**config.mk**
```make
export PLATFORM = sky130hd
export DESIGN_NAME = usb_rx_bit_recovery
export DESIGN_NICKNAME = d
export VERILOG_FILES = /design/src/rtl/usb_pkg.sv /design/src/rtl/usb_nrzi_decoder.sv /design/src/rtl/usb_rx_bit_recovery.sv
export SDC_FILE = /design/constraint.sdc
export NUM_CORES = 1
export LEC_CHECK = 0
export CAP_MARGIN = 20
export CORE_AREA = 5 5 50 61
export DETAILED_ROUTE_END_ITERATION = 12
export DIE_AREA = 0 0 55 66
export DONT_BUFFER_PORTS = 1
export PLACE_DENSITY = 0.7
export SYNTH_ARGS = -nofsm -noshare
export SYNTH_HDL_FRONTEND = slang
export SYNTH_SLANG_ARGS = --single-unit
```
**constraint.sdc**
```tcl
create_clock -name CLK -period 2.57 [get_ports CLK]
set_input_delay 0.6425 -clock CLK [delete_from_list [all_inputs] [get_ports CLK]]
set_output_delay 0.6425 -clock CLK [all_outputs]
set_load 0.02 [all_outputs]
```
**src/rtl/usb_pkg.sv**
```systemverilog
// Shared USB receive-path types and constants.
package usb_pkg;

  typedef enum logic [1:0] {
    LS_J,
    LS_K,
    LS_SE0,
    LS_SE1
  } line_state_t;

  typedef enum logic [2:0] {
    RX_IDLE,
    RX_SYNC,
    RX_DATA,
    RX_EOP,
    RX_ERROR
  } rx_state_t;

  localparam int USB_SYNC_BITS   = 8;
  localparam int USB_STUFF_LIMIT = 6;

endpackage

```
**src/rtl/usb_nrzi_decoder.sv**
```systemverilog
// Line-state classification and NRZI decode, advanced once per bit-centre strobe.
module usb_nrzi_decoder
  import usb_pkg::*;
(
  input  logic        CLK,
  input  logic        nRST,
  input  logic        sample_en,
  input  logic        dp_in,
  input  logic        dm_in,
  output line_state_t ls_o,
  output line_state_t prev_ls_o,
  output logic        nrzi_bit_o
);

  line_state_t ls;
  line_state_t prev_ls_q;

  // Full-speed polarity: J is D+ high, K is D- high.
  always_comb begin
    ls = LS_SE0;
    case ({dp_in, dm_in})
      2'b10:   ls = LS_J;
      2'b01:   ls = LS_K;
      2'b00:   ls = LS_SE0;
      default: ls = LS_SE1;
    endcase
  end

  always_ff @(posedge CLK or negedge nRST) begin
    if (!nRST) begin
      prev_ls_q <= LS_J;
    end else if (sample_en) begin
      prev_ls_q <= ls;
    end
  end

  assign ls_o       = ls;
  assign prev_ls_o  = prev_ls_q;
  assign nrzi_bit_o = (ls == prev_ls_q);

endmodule

```
**src/rtl/usb_rx_bit_recovery.sv**
```systemverilog
// USB full-speed receive bit recovery: SYNC detect, destuffing, EOP and error detection.
module usb_rx_bit_recovery
  import usb_pkg::*;
#(
  parameter int STUFF_LIMIT  = USB_STUFF_LIMIT,
  parameter int IDLE_RECOVER = 8
) (
  input  logic CLK,
  input  logic nRST,
  input  logic sample_en,
  input  logic dp_in,
  input  logic dm_in,
  output logic bit_valid,
  output logic bit_data,
  output logic rx_active,
  output logic sync_done,
  output logic eop_detected,
  output logic stuff_error
);

  localparam int JW = $clog2(IDLE_RECOVER + 1);

  line_state_t ls, prevLs;
  logic        nrziBit, isJK;

  rx_state_t   state_q, state_d;
  logic [2:0]  syncCnt_q, syncCnt_d;
  logic [2:0]  onesCnt_q, onesCnt_d;
  logic [1:0]  se0Cnt_q, se0Cnt_d;
  logic [JW-1:0] jCnt_q, jCnt_d;

  logic bitValid_q, bitValid_d, bitData_q, bitData_d;
  logic syncDone_q, syncDone_d, eop_q, eop_d;
  logic stuffErr_q, stuffErr_d, rxActive_q, rxActive_d;

  usb_nrzi_decoder u_nrzi (
    .CLK        (CLK),
    .nRST       (nRST),
    .sample_en  (sample_en),
    .dp_in      (dp_in),
    .dm_in      (dm_in),
    .ls_o       (ls),
    .prev_ls_o  (prevLs),
    .nrzi_bit_o (nrziBit)
  );

  assign isJK = (ls == LS_J) || (ls == LS_K);

  always_ff @(posedge CLK or negedge nRST) begin
    if (!nRST) begin
      state_q    <= RX_IDLE;
      syncCnt_q  <= '0;
      onesCnt_q  <= '0;
      se0Cnt_q   <= '0;
      jCnt_q     <= '0;
      bitValid_q <= 1'b0;
      bitData_q  <= 1'b0;
      syncDone_q <= 1'b0;
      eop_q      <= 1'b0;
      stuffErr_q <= 1'b0;
      rxActive_q <= 1'b0;
    end else begin
      state_q    <= state_d;
      syncCnt_q  <= syncCnt_d;
      onesCnt_q  <= onesCnt_d;
      se0Cnt_q   <= se0Cnt_d;
      jCnt_q     <= jCnt_d;
      bitValid_q <= bitValid_d;
      bitData_q  <= bitData_d;
      syncDone_q <= syncDone_d;
      eop_q      <= eop_d;
      stuffErr_q <= stuffErr_d;
      rxActive_q <= rxActive_d;
    end
  end

  always_comb begin
    state_d   = state_q;
    syncCnt_d = syncCnt_q;
    onesCnt_d = onesCnt_q;
    se0Cnt_d  = se0Cnt_q;
    jCnt_d    = jCnt_q;
    if (sample_en) begin
      case (state_q)
        RX_IDLE: begin
          if (ls == LS_K) begin
            state_d   = RX_SYNC;
            syncCnt_d = 3'd1;
          end
        end
        RX_SYNC: begin
          if (!isJK) begin
            state_d = RX_IDLE;
          end else if (syncCnt_q == 3'(USB_SYNC_BITS - 1)) begin
            state_d   = nrziBit ? RX_DATA : RX_IDLE;
            onesCnt_d = '0;
          end else if (!nrziBit) begin
            syncCnt_d = syncCnt_q + 3'd1;
          end else begin
            state_d = RX_IDLE;
          end
        end
        RX_DATA: begin
          if (isJK) begin
            // At the limit the next bit is a stuff bit and must be a 0.
            if (onesCnt_q == 3'(STUFF_LIMIT)) begin
              if (nrziBit) state_d = RX_ERROR;
              else         onesCnt_d = '0;
            end else begin
              onesCnt_d = nrziBit ? onesCnt_q + 3'd1 : 3'd0;
            end
          end else if (ls == LS_SE0) begin
            state_d  = RX_EOP;
            se0Cnt_d = 2'd1;
          end else begin
            state_d = RX_ERROR;
          end
        end
        RX_EOP: begin
          if (ls == LS_SE0) begin
            se0Cnt_d = se0Cnt_q + 2'd1;
            if (se0Cnt_q >= 2'd2) state_d = RX_ERROR;
          end else if (ls == LS_J) begin
            state_d = RX_IDLE;
          end else begin
            state_d = RX_ERROR;
          end
        end
        RX_ERROR: begin
          if (ls == LS_J) begin
            if (prevLs == LS_SE0 || jCnt_q == JW'(IDLE_RECOVER - 1)) begin
              state_d = RX_IDLE;
              jCnt_d  = '0;
            end else begin
              jCnt_d = jCnt_q + 1'b1;
            end
          end else begin
            jCnt_d = '0;
          end
        end
        default: state_d = RX_IDLE;
      endcase
    end
  end

  always_comb begin
    bitValid_d = sample_en && state_q == RX_DATA && isJK && onesCnt_q != 3'(STUFF_LIMIT);
    bitData_d  = bitValid_d && nrziBit;
    syncDone_d = sample_en && state_q == RX_SYNC && state_d == RX_DATA;
    eop_d      = sample_en && state_q == RX_EOP && state_d == RX_IDLE;
    stuffErr_d = sample_en && state_q != RX_ERROR && state_d == RX_ERROR;
    rxActive_d = rxActive_q;
    if (syncDone_d)          rxActive_d = 1'b1;
    if (eop_d || stuffErr_d) rxActive_d = 1'b0;
  end

  assign bit_valid    = bitValid_q;
  assign bit_data     = bitData_q;
  assign sync_done    = syncDone_q;
  assign eop_detected = eop_q;
  assign stuff_error  = stuffErr_q;
  assign rx_active    = rxActive_q;

endmodule

```
# [Yosys cells after proc, flatten, opt, wreduce, memory -nomap -nowiden]
# Cells that the tools add are included.
[totals] ff_bits=23 input_bits=5 out_inout_bits=6 wordCells=106
[classes] n_addsub=4 n_lt_le_gt_ge=1 eq_ne=27 n_mux=37 reduce_logical=25
[op_table] op="3-bit 2-to-1 mux" count=24
[op_table] op="2-bit inequality test (second input constant)" count=9
[op_table] op="3-bit case mux with 5 select lines" count=1
[op_table] op="3-bit equality test (second input constant)" count=4
[op_table] op="3-bit case mux with 2 select lines" count=2
[op_table] op="6-bit AND reduction" count=2
[op_table] op="1-bit logical AND" count=10
[op_table] op="3-bit by 2-bit equality test with 1-bit output (second input constant)" count=3
[op_table] op="3-bit inequality test (second input constant)" count=3
[op_table] op="2-bit 2-to-1 mux" count=4
[op_table] op="4-bit 2-to-1 mux" count=2
[op_table] op="2-bit nonzero test" count=4
[op_table] op="3-bit by 1-bit adder with 3-bit output (second input constant)" count=2
[op_table] op="2-bit equality test (second input constant)" count=3
[op_table] op="3-bit zero test" count=2
[op_table] op="2-bit case mux with 3 select lines" count=1
[op_table] op="5-bit AND reduction" count=1
[op_table] op="4-bit by 1-bit adder with 4-bit output (second input constant)" count=1
[op_table] op="2-bit by 1-bit equality test with 1-bit output (second input constant)" count=2
[op_table] op="4-bit by 3-bit equality test with 1-bit output (second input constant)" count=1
[op_table] op="2-bit zero test" count=2
[op_table] op="2-bit case mux with 2 select lines" count=1
[op_table] op="3-bit by 1-bit equality test with 1-bit output (second input constant)" count=1
[op_table] op="1-bit logical OR" count=3
[op_table] op="other kinds (5)" count=6

# [Depth between registers and ports, before layout]
# Gate-level depths: netlist (run 1).
[depth] depth_word=12 ltp_mapped=7

# [Cells and area by module]
# A second synthesis (run 1) with hierarchy kept.
[hier_totals] cells_unflattened=132 hier_area_um2=1313.8
[by_module_without_submodules] mod="usb_rx_bit_recovery" n_inst=1 cells_each=120 area_per_inst_um2=1181.1 seq_area_each_um2=525.5
[by_module_without_submodules] mod="usb_nrzi_decoder" n_inst=1 cells_each=12 area_per_inst_um2=132.6 seq_area_each_um2=50.0

# [Least setup slack after synthesis (run 1)]
# OpenSTA, ideal clock, no wires.
[synth_path] path_type="input-to-reg" start="input port dp_in" end="register syncCnt_q[0]" setup_ps=125 t_arrival_ps=2018 required_ps=2445 path_slack_ps=427 path_stages=7 path_cell_list="inv_1 > ha_1 > nor2b_1 > o21ai_2 > o21a_1 > nor3_4 > mux2_4"
[synth_via] elab_chain_len=6
[synth_rtl] element="start, declared" line_no="usb_rx_bit_recovery.sv:11" rtl="input logic dp_in,"
[synth_rtl] element="2-bit by 1-bit equality test with 1-bit output, or another cell as far along" line_no="usb_nrzi_decoder.sv:21" rtl="case ({dp_in, dm_in})"
[synth_rtl] element="2-bit case mux with 3 select lines *" line_no="usb_nrzi_decoder.sv:21"
[synth_rtl] element="2-bit by 1-bit equality test with 1-bit output / 2-bit zero test (equally long branches)" line_no="usb_rx_bit_recovery.sv:47, usb_rx_bit_recovery.sv:86"
[synth_rtl] element="1-bit logical OR" line_no="usb_rx_bit_recovery.sv:47" rtl="assign isJK = (ls == LS_J) || (ls == LS_K);"
[synth_rtl] element="2-bit inequality test (no source line)"
[synth_rtl] element="6-bit AND reduction (no source line) *"
[synth_rtl] element="end signal, assigned" line_no="usb_rx_bit_recovery.sv:64" rtl="syncCnt_q <= syncCnt_d;"
[synth_rtl] element="end, declared" line_no="usb_rx_bit_recovery.sv:27" rtl="logic [2:0] syncCnt_q, syncCnt_d;"
# Mark *: on every way between the ends. The rest lies on a longest branch, timed or not.
# A chain may end at the register's enable or synchronous reset.

# [Worst setup path after layout (run 1)]
[layout_path] start="register syncCnt_q[0]" end="register syncCnt_q[0]"
[layout_via] elab_chain_len=5
[layout_rtl] element="3-bit by 1-bit adder with 3-bit output" line_no="usb_rx_bit_recovery.sv:98" rtl="syncCnt_d = syncCnt_q + 3'd1;"
[layout_rtl] element="3-bit 2-to-1 mux" line_no="usb_rx_bit_recovery.sv:97" rtl="end else if (!nrziBit) begin"
[layout_rtl] element="3-bit 2-to-1 mux" line_no="usb_rx_bit_recovery.sv:94" rtl="end else if (syncCnt_q == 3'(USB_SYNC_BITS - 1)) begin"
[layout_rtl] element="3-bit 2-to-1 mux" line_no="usb_rx_bit_recovery.sv:92" rtl="if (!isJK) begin"
[layout_rtl] element="3-bit case mux with 2 select lines" line_no="usb_rx_bit_recovery.sv:84" rtl="case (state_q)"
# Parallel ways exist; a longest one is shown, timed or not. The select of a mux whose other input is x is not followed.

==> impl_metrics.py, run 1 <==
metrics = {
    "yosys": {
        "synthTopCellsByArea": "dfrtp_1 (42%), ha_1 (9.2%), nor2_1 (3.9%)",
        "yosysSeqAreaShare_pct": 42.2,
        "yosysTopAreaCell": "dfrtp_1",
        "syn_inst": 136,
        "ys_async_sr_fraction_pct": 100,
        "syn_nets": 151,
        "synth.distinct_cells": 46,
        "yosysWarningCount": 0,
        "syn_area_um2": 1360,
        "ys.flop_type": "dfrtp_1",
        "synth_seq_cells": 23,
        "synth_edf_count": 0,
        "syn_area_per_cell_um2": 10.0,
        "synth_top_area_share_pct": 42.2,
    },
    "floorplan": {
        "num_rows": 20,
        "chipWidth_um": 55,
        "die_y_um": 66,
        "die_area_um2": 3630,
        "coreArea_um2": 2430,
        "pin_count": 11,
        "initial_core_util_pct": 56.1,
    },
    "setup_path": {
        "cp.depth": 7,
        "r2r_start": "syncCnt_q[0]",
        "cp_data_arrival_time_ns": 2.17,
        "start_kind": "flip-flop",
        "slowest_stage": "dfrtp_1",
        "critPathMaxStageDelay_ns": 0.43,
        "cp_cell_sequence": "ha_1 > ha_1 > nor2b_1 > o21ai_2 > o21a_1 > nor3_4 > mux2_4",
        "crit_family": "flip-flops",
        "path_common_cell": "ha_1",
        "path_max_fanout": 3,
        "reg2reg_depth": 7,
        "critPathKind": "reg2reg",
        "cp.required_ns": 2.79,
        "cp-startpoint": "syncCnt_q[0]",
        "cp-end-kind": "flip-flop",
        "critPathBufInv": 0,
    },
    "sta": {
        "skew_ns": 0.00265,
        "tightestPinTransition_ns": 0.486,
        "setup_viol": 0,
        "rsz0062_at_grt": "no",
        "period_share_pct": 75.8,
        "tns_ns": 0,
        "fmax_mhz": 513,
        "finalMaxSlewViolations": 0,
        "hold_ws_ns": 0.389,
        "hold_viol": 0,
        "slew_headroom_pct": 67.5,
        "fin_crit_ns": 1.95,
    },
    "pwr": {
        "power_density_nw_per_um2": 623,
        "p_leak_nw": 0.653,
        "finalPower_mw": 0.896,
        "ir_drop_v": 0.000446,
    },
    "cells_and_area": {
        "layout-drive-gt1-share_pct": 13.0,
        "utilization_pct": 59.2,
        "fillCellCount": 225,
        "post-route-cell-area_um2": 1440,
        "n_antenna_cell": 0,
        "nets": 154,
        "multi_input_area_um2": 727,
        "syn2layout_area_growth_pct": 5.51,
        "seqCellArea_um2": 576,
    },
    "clocking": {
        "htreeDepth": 1,
        "hold_buffers": 1,
        "cts_made_buffers": 3,
        "insertion_delay_ns": 0.32,
        "cts.sinks": 23,
        "post_cts_buffers": 0,
        "clk_pin_slew_worst_paths_ns": 0.13,
        "cts_resized": 0,
        "root_buffer": "clkbuf_4",
        "cts_buffer_depth": 2,
        "cts_tree": "done",
    },
    "min_path": {
        "hold_path_depth": 1,
        "hp-start": "sample_en",
        "hold_path_class": "in2reg",
    },
    "detailed_routing": {
        "final_antenna_net_count": 0,
        "via_per_inst": 5.94,
        "firstDrtPassIters": 5,
        "wl_per_cell_um": 15.3,
        "drtIter0Drc": 22,
        "wirelength_mm": 2.62,
        "dr_total_vias": 1015,
        "drc": 0,
    },
    "grt": {
        "grt_max_degree": 24,
        "track_usage_pct": 17.9,
        "antenna_found_initial": 0,
        "grt_first_pass_wirelength_mm": 4.75,
        "grt-ovfl-total": 0,
        "grt_pass1_vias": 1019,
    },
    "flow_run": {
        "cap_violations": 0,
    },
    "placement": {
        "numPortBuffers": 0,
        "postPlaceCellArea_um2": 1390,
        "dp_hpwl_mm": 1.93,
        "place.gp.congestion": 0.866,
    },
    "run_status": {
        "status": "completed",
    },
}
## cell usage after synthesis (2+ instances only)
library cell / count
dfrtp_1: 23
nor2_1: 14
inv_1: 11
nand2_1: 11
ha_1: 10
o21ai_0: 8
a21oi_1: 4
mux2i_1: 3
nand2b_1: 3
nand3_1: 3
nor2b_1: 3
o31ai_1: 3
a221oi_2: 2
and3_1: 2
buf_2: 2
nand3b_1: 2
o21a_1: 2
or3_1: 2
## where the power goes
group | internal, mW | switching, mW | total, mW
clock | 0.0583 | 0.114 | 0.172
sequential | 0.423 | 0.0711 | 0.494
combinational | 0.108 | 0.122 | 0.230
total | 0.590 | 0.307 | 0.896
## metrics by stage
| step | std cells | setup slack, ns |
|---|---|---|
| floorplan | 136 | 0.427 |
| global placement | 165 | 0.343 |
| detailed placement | 165 | 0.274 |
| CTS | 170 | 0.609 |
| global route | 171 | 0.500 |
| finish | 171 | 0.621 |
## cell type report
| cell class | count | share of cell area, % |
|---|---|---|
| multi-input combinational | 98 | 50.6 |
| inverter | 11 | 2.87 |
| clock inverter | 1 | 0.348 |
| sequential | 23 | 40.0 |
| tap | 33 | 2.87 |
| timing repair buffer | 2 | 1.74 |
| clock buffer | 3 | 1.57 |
## sequential cells by signal (all words and copies together) (netlist names)
name	count
jCnt_q	4
onesCnt_q	3
state_q	3
syncCnt_q	3
se0Cnt_q	2
u_nrzi.prev_ls_o	2
bit_data	1
bit_valid	1
eop_detected	1
rx_active	1
stuff_error	1
sync_done	1
## final timing paths
kind / slack, ns / end
max: 0.62 / syncCnt_q[0]
min: 0.39 / state_q[2]
max reg2reg: 0.62 / syncCnt_q[0]
max in group asynchronous: 1.41 / bit_data
min in group asynchronous: 0.70 / state_q[0]
min reg2reg: 0.50 / onesCnt_q[2]
## cells by family after synthesis
family | synth area share, %
flops | 42.2
xor+xnor | 1.84
simple gates | 22.1
buf+inv | 4.41
compound gates | 16.1
mux | 4.13
fa+ha+maj | 9.18
## metal layers
metal | up-vias | global-route usage [%] | part of all wire [%]
li1 | 486 | - | -
met1 | 506 | 23.2 | 44
met2 | 19 | 29.1 | 51
met3 | 4 | 2.48 | 3.2
met4 | 0 | 7.29 | 2.0
met5 | - | 0 | 0
## cells in the final DEF (no fill, tap or decap), types with 4 or more instances in the layout
master	n
ha_1	10
nor2_1	14
dfrtp_1	23
inv_1	11
nand2_1	11
o21ai_0	8
a21oi_1	4
Power figures use the tool's default switching activity.
==> inputs of run 2 (changes only) <==
clock period = 1.9 ns   (was 2.57 ns; I/O delays follow)
==> impl_metrics.py, run 2 (synthesis gave the netlist of run 1 again) <==
metrics = {
    "run_status": {
        "status": "completed",
    },
    "flow_run": {
        "cap_violations": 0,
    },
    "detailed_routing": {
        "drc": 0,
        "via_per_inst": 5.65,
        "wl_per_cell_um": 14.4,
        "dr_total_vias": 995,
        "firstDrtPassIters": 4,
        "final_antenna_net_count": 0,
        "wirelength_mm": 2.53,
        "drtIter0Drc": 16,
    },
    "clocking": {
        "htreeDepth": 1,
        "cts_tree": "done",
        "insertion_delay_ns": 0.31,
        "root_buffer": "clkbuf_4",
        "clk_pin_slew_worst_paths_ns": 0.13,
        "cts.sinks": 23,
        "cts_buffer_depth": 2,
        "cts_made_buffers": 3,
    },
    "setup_path": {
        "cp-end-kind": "flip-flop",
        "r2r_start": "syncCnt_q[0]",
        "reg2reg_to": "syncCnt_q[0]",
        "critPathKind": "reg2reg",
        "start_kind": "flip-flop",
        "cp-endpoint": "syncCnt_q[0]",
        "reg2reg_depth": 7,
        "cp.required_ns": 2.11,
        "reg2reg_slack_ns": 0.12,
        "cp-startpoint": "syncCnt_q[0]",
        "path_max_fanout": 3,
        "cp_data_arrival_time_ns": 1.99,
    },
    "sta": {
        "period_share_pct": 93.9,
        "tns_ns": 0,
        "tightestPinTransition_ns": 0.563,
        "slew_headroom_pct": 62.4,
        "hold_viol": 0,
        "fin_crit_ns": 1.78,
        "skew_ns": 0.00261,
        "finalMaxSlewViolations": 0,
        "fin_ws_ns": 0.117,
        "rsz0062_at_grt": "no",
        "setup_viol": 0,
        "fmax_mhz": 561,
    },
    "placement": {
        "dpl_worst_slack_ns": 0.0171,
        "dp_hpwl_mm": 1.91,
        "place.gp.congestion": 0.814,
        "numPortBuffers": 0,
        "dp.cells": 169,
    },
    "floorplan": {
        "num_rows": 20,
        "chipWidth_um": 55,
        "die_y_um": 66,
        "pin_count": 11,
        "initial_core_util_pct": 56.1,
        "coreArea_um2": 2430,
        "die_area_um2": 3630,
    },
    "cells_and_area": {
        "final_cells": 176,
        "multi_input_area_um2": 742,
        "fillCellCount": 205,
        "final_common_cell": "dfrtp_1",
        "final_cell_mix": "dfrtp_1 (23), nor2_1 (14), inv_1 (11), nand2_1 (11)",
        "layout-drive-gt1-share_pct": 17.5,
        "largest-register": "jCnt_q",
        "nets": 159,
        "seqCellArea_um2": 576,
        "largest_register_ff_count": 4,
        "syn2layout_area_growth_pct": 9.37,
        "n_antenna_cell": 0,
    },
    "grt": {
        "grt_max_degree": 24,
        "track_usage_pct": 16.5,
        "grt_pass1_vias": 953,
        "grt-ovfl-total": 0,
        "antenna_found_initial": 0,
        "grt_first_pass_wirelength_mm": 4.40,
    },
    "pwr": {
        "ir_drop_v": 0.000536,
        "p_leak_nw": 0.674,
        "power_density_nw_per_um2": 827,
    },
    "min_path": {
        "hp-start": "sample_en",
        "hold_path_class": "in2reg",
    },
}
run 2: changes by cell type in the layout (fill, tap and decap cells not counted), sizes merged:
cell,previous run,this run
buf,1,6
run 2: timing repair:
item,in CTS,in global routing
gates resized for setup,0,1
endpoints found under the setup margin,0,4
setup buffers,0,1
endpoints found under the hold margin,23,0
hold buffers,1,0
run 2: stage by stage:
stage | util [%] | total power, mW | instance area [um^2] | hold slack [ns]
after floorplan | - | 0.912 | 1380 | 0.179
after global placement | 58.8 | 0.967 | 1430 | 0.180
after detailed placement | 58.8 | 0.985 | 1430 | 0.180
after CTS | 60.4 | 1.23 | 1470 | 0.218
after global routing | 61.4 | 1.33 | 1490 | 0.208
final | 61.4 | 1.23 | 1490 | 0.233
run 2: layout make-up:
type,count,area share [%]
Timing Repair Buffer,7,4.20
Clock buffer,3,1.51
Inverter,11,2.77
Tap cell,33,2.77
Multi-Input combinational cell,98,49.8
Sequential cell,23,38.6
Clock inverter,1,0.336
run 2: worst min path at each step:
stage,cells after the start,end,slack [ns]
after floorplan,0,bit_data,0.18
after global placement,0,u_nrzi.prev_ls_o[1],0.18
after detailed placement,0,u_nrzi.prev_ls_o[1],0.18
after CTS,1,state_q[1],0.22
after global routing,1,u_nrzi.prev_ls_o[0],0.21
final,1,state_q[1],0.23
run 2: metal layers:
layer / vias to the layer above / GRT usage (%) / share of wire (%)
met3: 4 / 3.16 / 2.7
met4: 0 / 6.99 / 1.3
met5: - / 0 / 0
met2: 12 / 25.0 / 51
met1: 482 / 22.6 / 45
li1: 497 / - / -
run 2: critical path, stage by stage, from the launching register on:
cell     delay (ns)
dfrtp_1        0.41
ha_1           0.20
ha_2           0.19
nor2b_1        0.13
o21ai_2        0.08
o21a_1         0.21
nor3_4         0.15
mux2_4         0.31
run 2: power breakdown:
part,internal [mW],switching (mW)
combinational,0.172,0.175
sequential,0.573,0.0880
clock,0.0786,0.146
==> inputs of run 3 (changes only) <==
REMOVE_ABC_BUFFERS = 1   (was default)
==> impl_metrics.py, run 3 (synthesis gave the netlist of run 1 again) <==
metrics = {
    "run_status": {
        "status": "completed",
    },
    "sta": {
        "hold_ws_ns": 0.233,
        "hold_viol": 0,
        "setup_viol": 0,
        "period_share_pct": 94.1,
        "fin_ws_ns": 0.112,
        "tightestPinTransition_ns": 0.440,
        "tns_ns": 0,
        "skew_ns": 0.00961,
        "slew_headroom_pct": 70.6,
        "rsz0062_at_grt": "no",
        "finalMaxSlewViolations": 0,
        "fmax_mhz": 559,
        "fin_crit_ns": 1.79,
    },
    "setup_path": {
        "cp_data_arrival_time_ns": 2.04,
        "start_kind": "flip-flop",
        "path_max_fanout": 3,
        "cp-end-kind": "flip-flop",
        "cp.required_ns": 2.15,
        "critPathKind": "reg2reg",
    },
    "clocking": {
        "cts_buffer_depth": 2,
        "clk_pin_slew_worst_paths_ns": 0.13,
        "cts_tree": "done",
        "root_buffer": "clkbuf_4",
        "cts.sinks": 23,
        "insertion_delay_ns": 0.31,
        "cts_made_buffers": 3,
        "htreeDepth": 1,
    },
    "placement": {
        "place.gp.congestion": 0.948,
        "dpl_worst_slack_ns": -0.0596,
        "numPortBuffers": 0,
        "postPlaceCellArea_um2": 1470,
        "dp_hpwl_mm": 2.02,
        "dp.cells": 176,
    },
    "detailed_routing": {
        "final_antenna_net_count": 0,
        "wirelength_mm": 2.58,
        "dr_total_vias": 1055,
        "firstDrtPassIters": 4,
        "via_per_inst": 5.73,
        "drc": 0,
        "wl_per_cell_um": 14.0,
        "drtIter0Drc": 36,
    },
    "grt": {
        "track_usage_pct": 16.7,
        "grt-ovfl-total": 0,
        "antenna_found_initial": 0,
        "grt_pass1_vias": 1039,
        "grt_max_degree": 24,
        "grt_first_pass_wirelength_mm": 4.49,
    },
    "cells_and_area": {
        "largest-register": "jCnt_q",
        "layout-drive-gt1-share_pct": 21.9,
        "final_cells": 184,
        "utilization_pct": 64.0,
        "post-route-cell-area_um2": 1550,
        "n_antenna_cell": 0,
        "syn2layout_area_growth_pct": 14.0,
        "largest_register_ff_count": 4,
        "final_cell_mix": "dfrtp_1 (23), nor2_1 (14), buf_4 (13), inv_1 (11), nand2_1 (11)",
        "final_common_cell": "dfrtp_1",
        "nets": 167,
    },
    "floorplan": {
        "initial_core_util_pct": 56.1,
        "coreArea_um2": 2430,
        "die_y_um": 66,
        "pin_count": 11,
        "die_area_um2": 3630,
        "num_rows": 20,
        "chipWidth_um": 55,
    },
    "pwr": {
        "p_leak_nw": 0.718,
        "finalPower_mw": 1.27,
        "ir_drop_v": 0.000773,
        "power_density_nw_per_um2": 816,
    },
    "flow_run": {
        "cap_violations": 0,
    },
    "min_path": {
        "hold_path_class": "in2reg",
    },
}
run 3: cell count changes in the layout (fill, tap and decap cells not counted):
cell	change
buf_16	+1
buf_4	+8
buf_8	-1
ha_1	+1
ha_4	-1
nor2b_1	-1
nor2b_2	+1
run 3: critical path, cell delays in order (launching register included):
cell,delay (ns)
dfrtp_1,0.36
inv_1,0.06
ha_1,0.20
or3b_2,0.51
o22ai_2,0.23
a221oi_2,0.07
o21ba_2,0.22
nor3_2,0.09
run 3: cell type report:
type / count / area, um^2
Tap cell: 33 / 41.3
Sequential cell: 23 / 576
Inverter: 11 / 41.3
Timing Repair Buffer: 15 / 135
Fill cell: 215 / 875
Clock buffer: 3 / 22.5
Clock inverter: 1 / 5.00
Multi-Input combinational cell: 98 / 732
run 3: repair_timing:
item	4_1_cts	5_1_grt
buffers inserted	0	2
hold buffers	1	0
hold endpoints to repair	23	0
endpoints found under the setup margin	0	4
gates resized for setup	0	2
run 3: per-layer routing:
layer	GRT usage, %	wire [um]
met5	0	0
met4	6.69	63
met3	2.26	59
met2	29.4	1380
met1	19.7	1080
run 3: where the power goes:
group / total, mW / leakage, nW / internal [mW] / switching, mW
Combinational: 0.378 / 0.402 / 0.198 / 0.180
Clock: 0.227 / 0.0177 / 0.0786 / 0.149
Sequential: 0.662 / 0.299 / 0.573 / 0.0892
run 3: final timing paths:
kind / from / end / slack (ns) / cells past startpoint
max: se0Cnt_q[0] / rx_active / 0.11 / 7
min: sample_en / state_q[2] / 0.23 / 1
max reg2reg: se0Cnt_q[0] / rx_active / 0.11 / 7
min reg2reg: jCnt_q[3] / jCnt_q[3] / 0.51 / 1
max in group asynchronous: nRST / jCnt_q[0] / 0.94 / 2
min in group asynchronous: nRST / se0Cnt_q[1] / 0.53 / 1
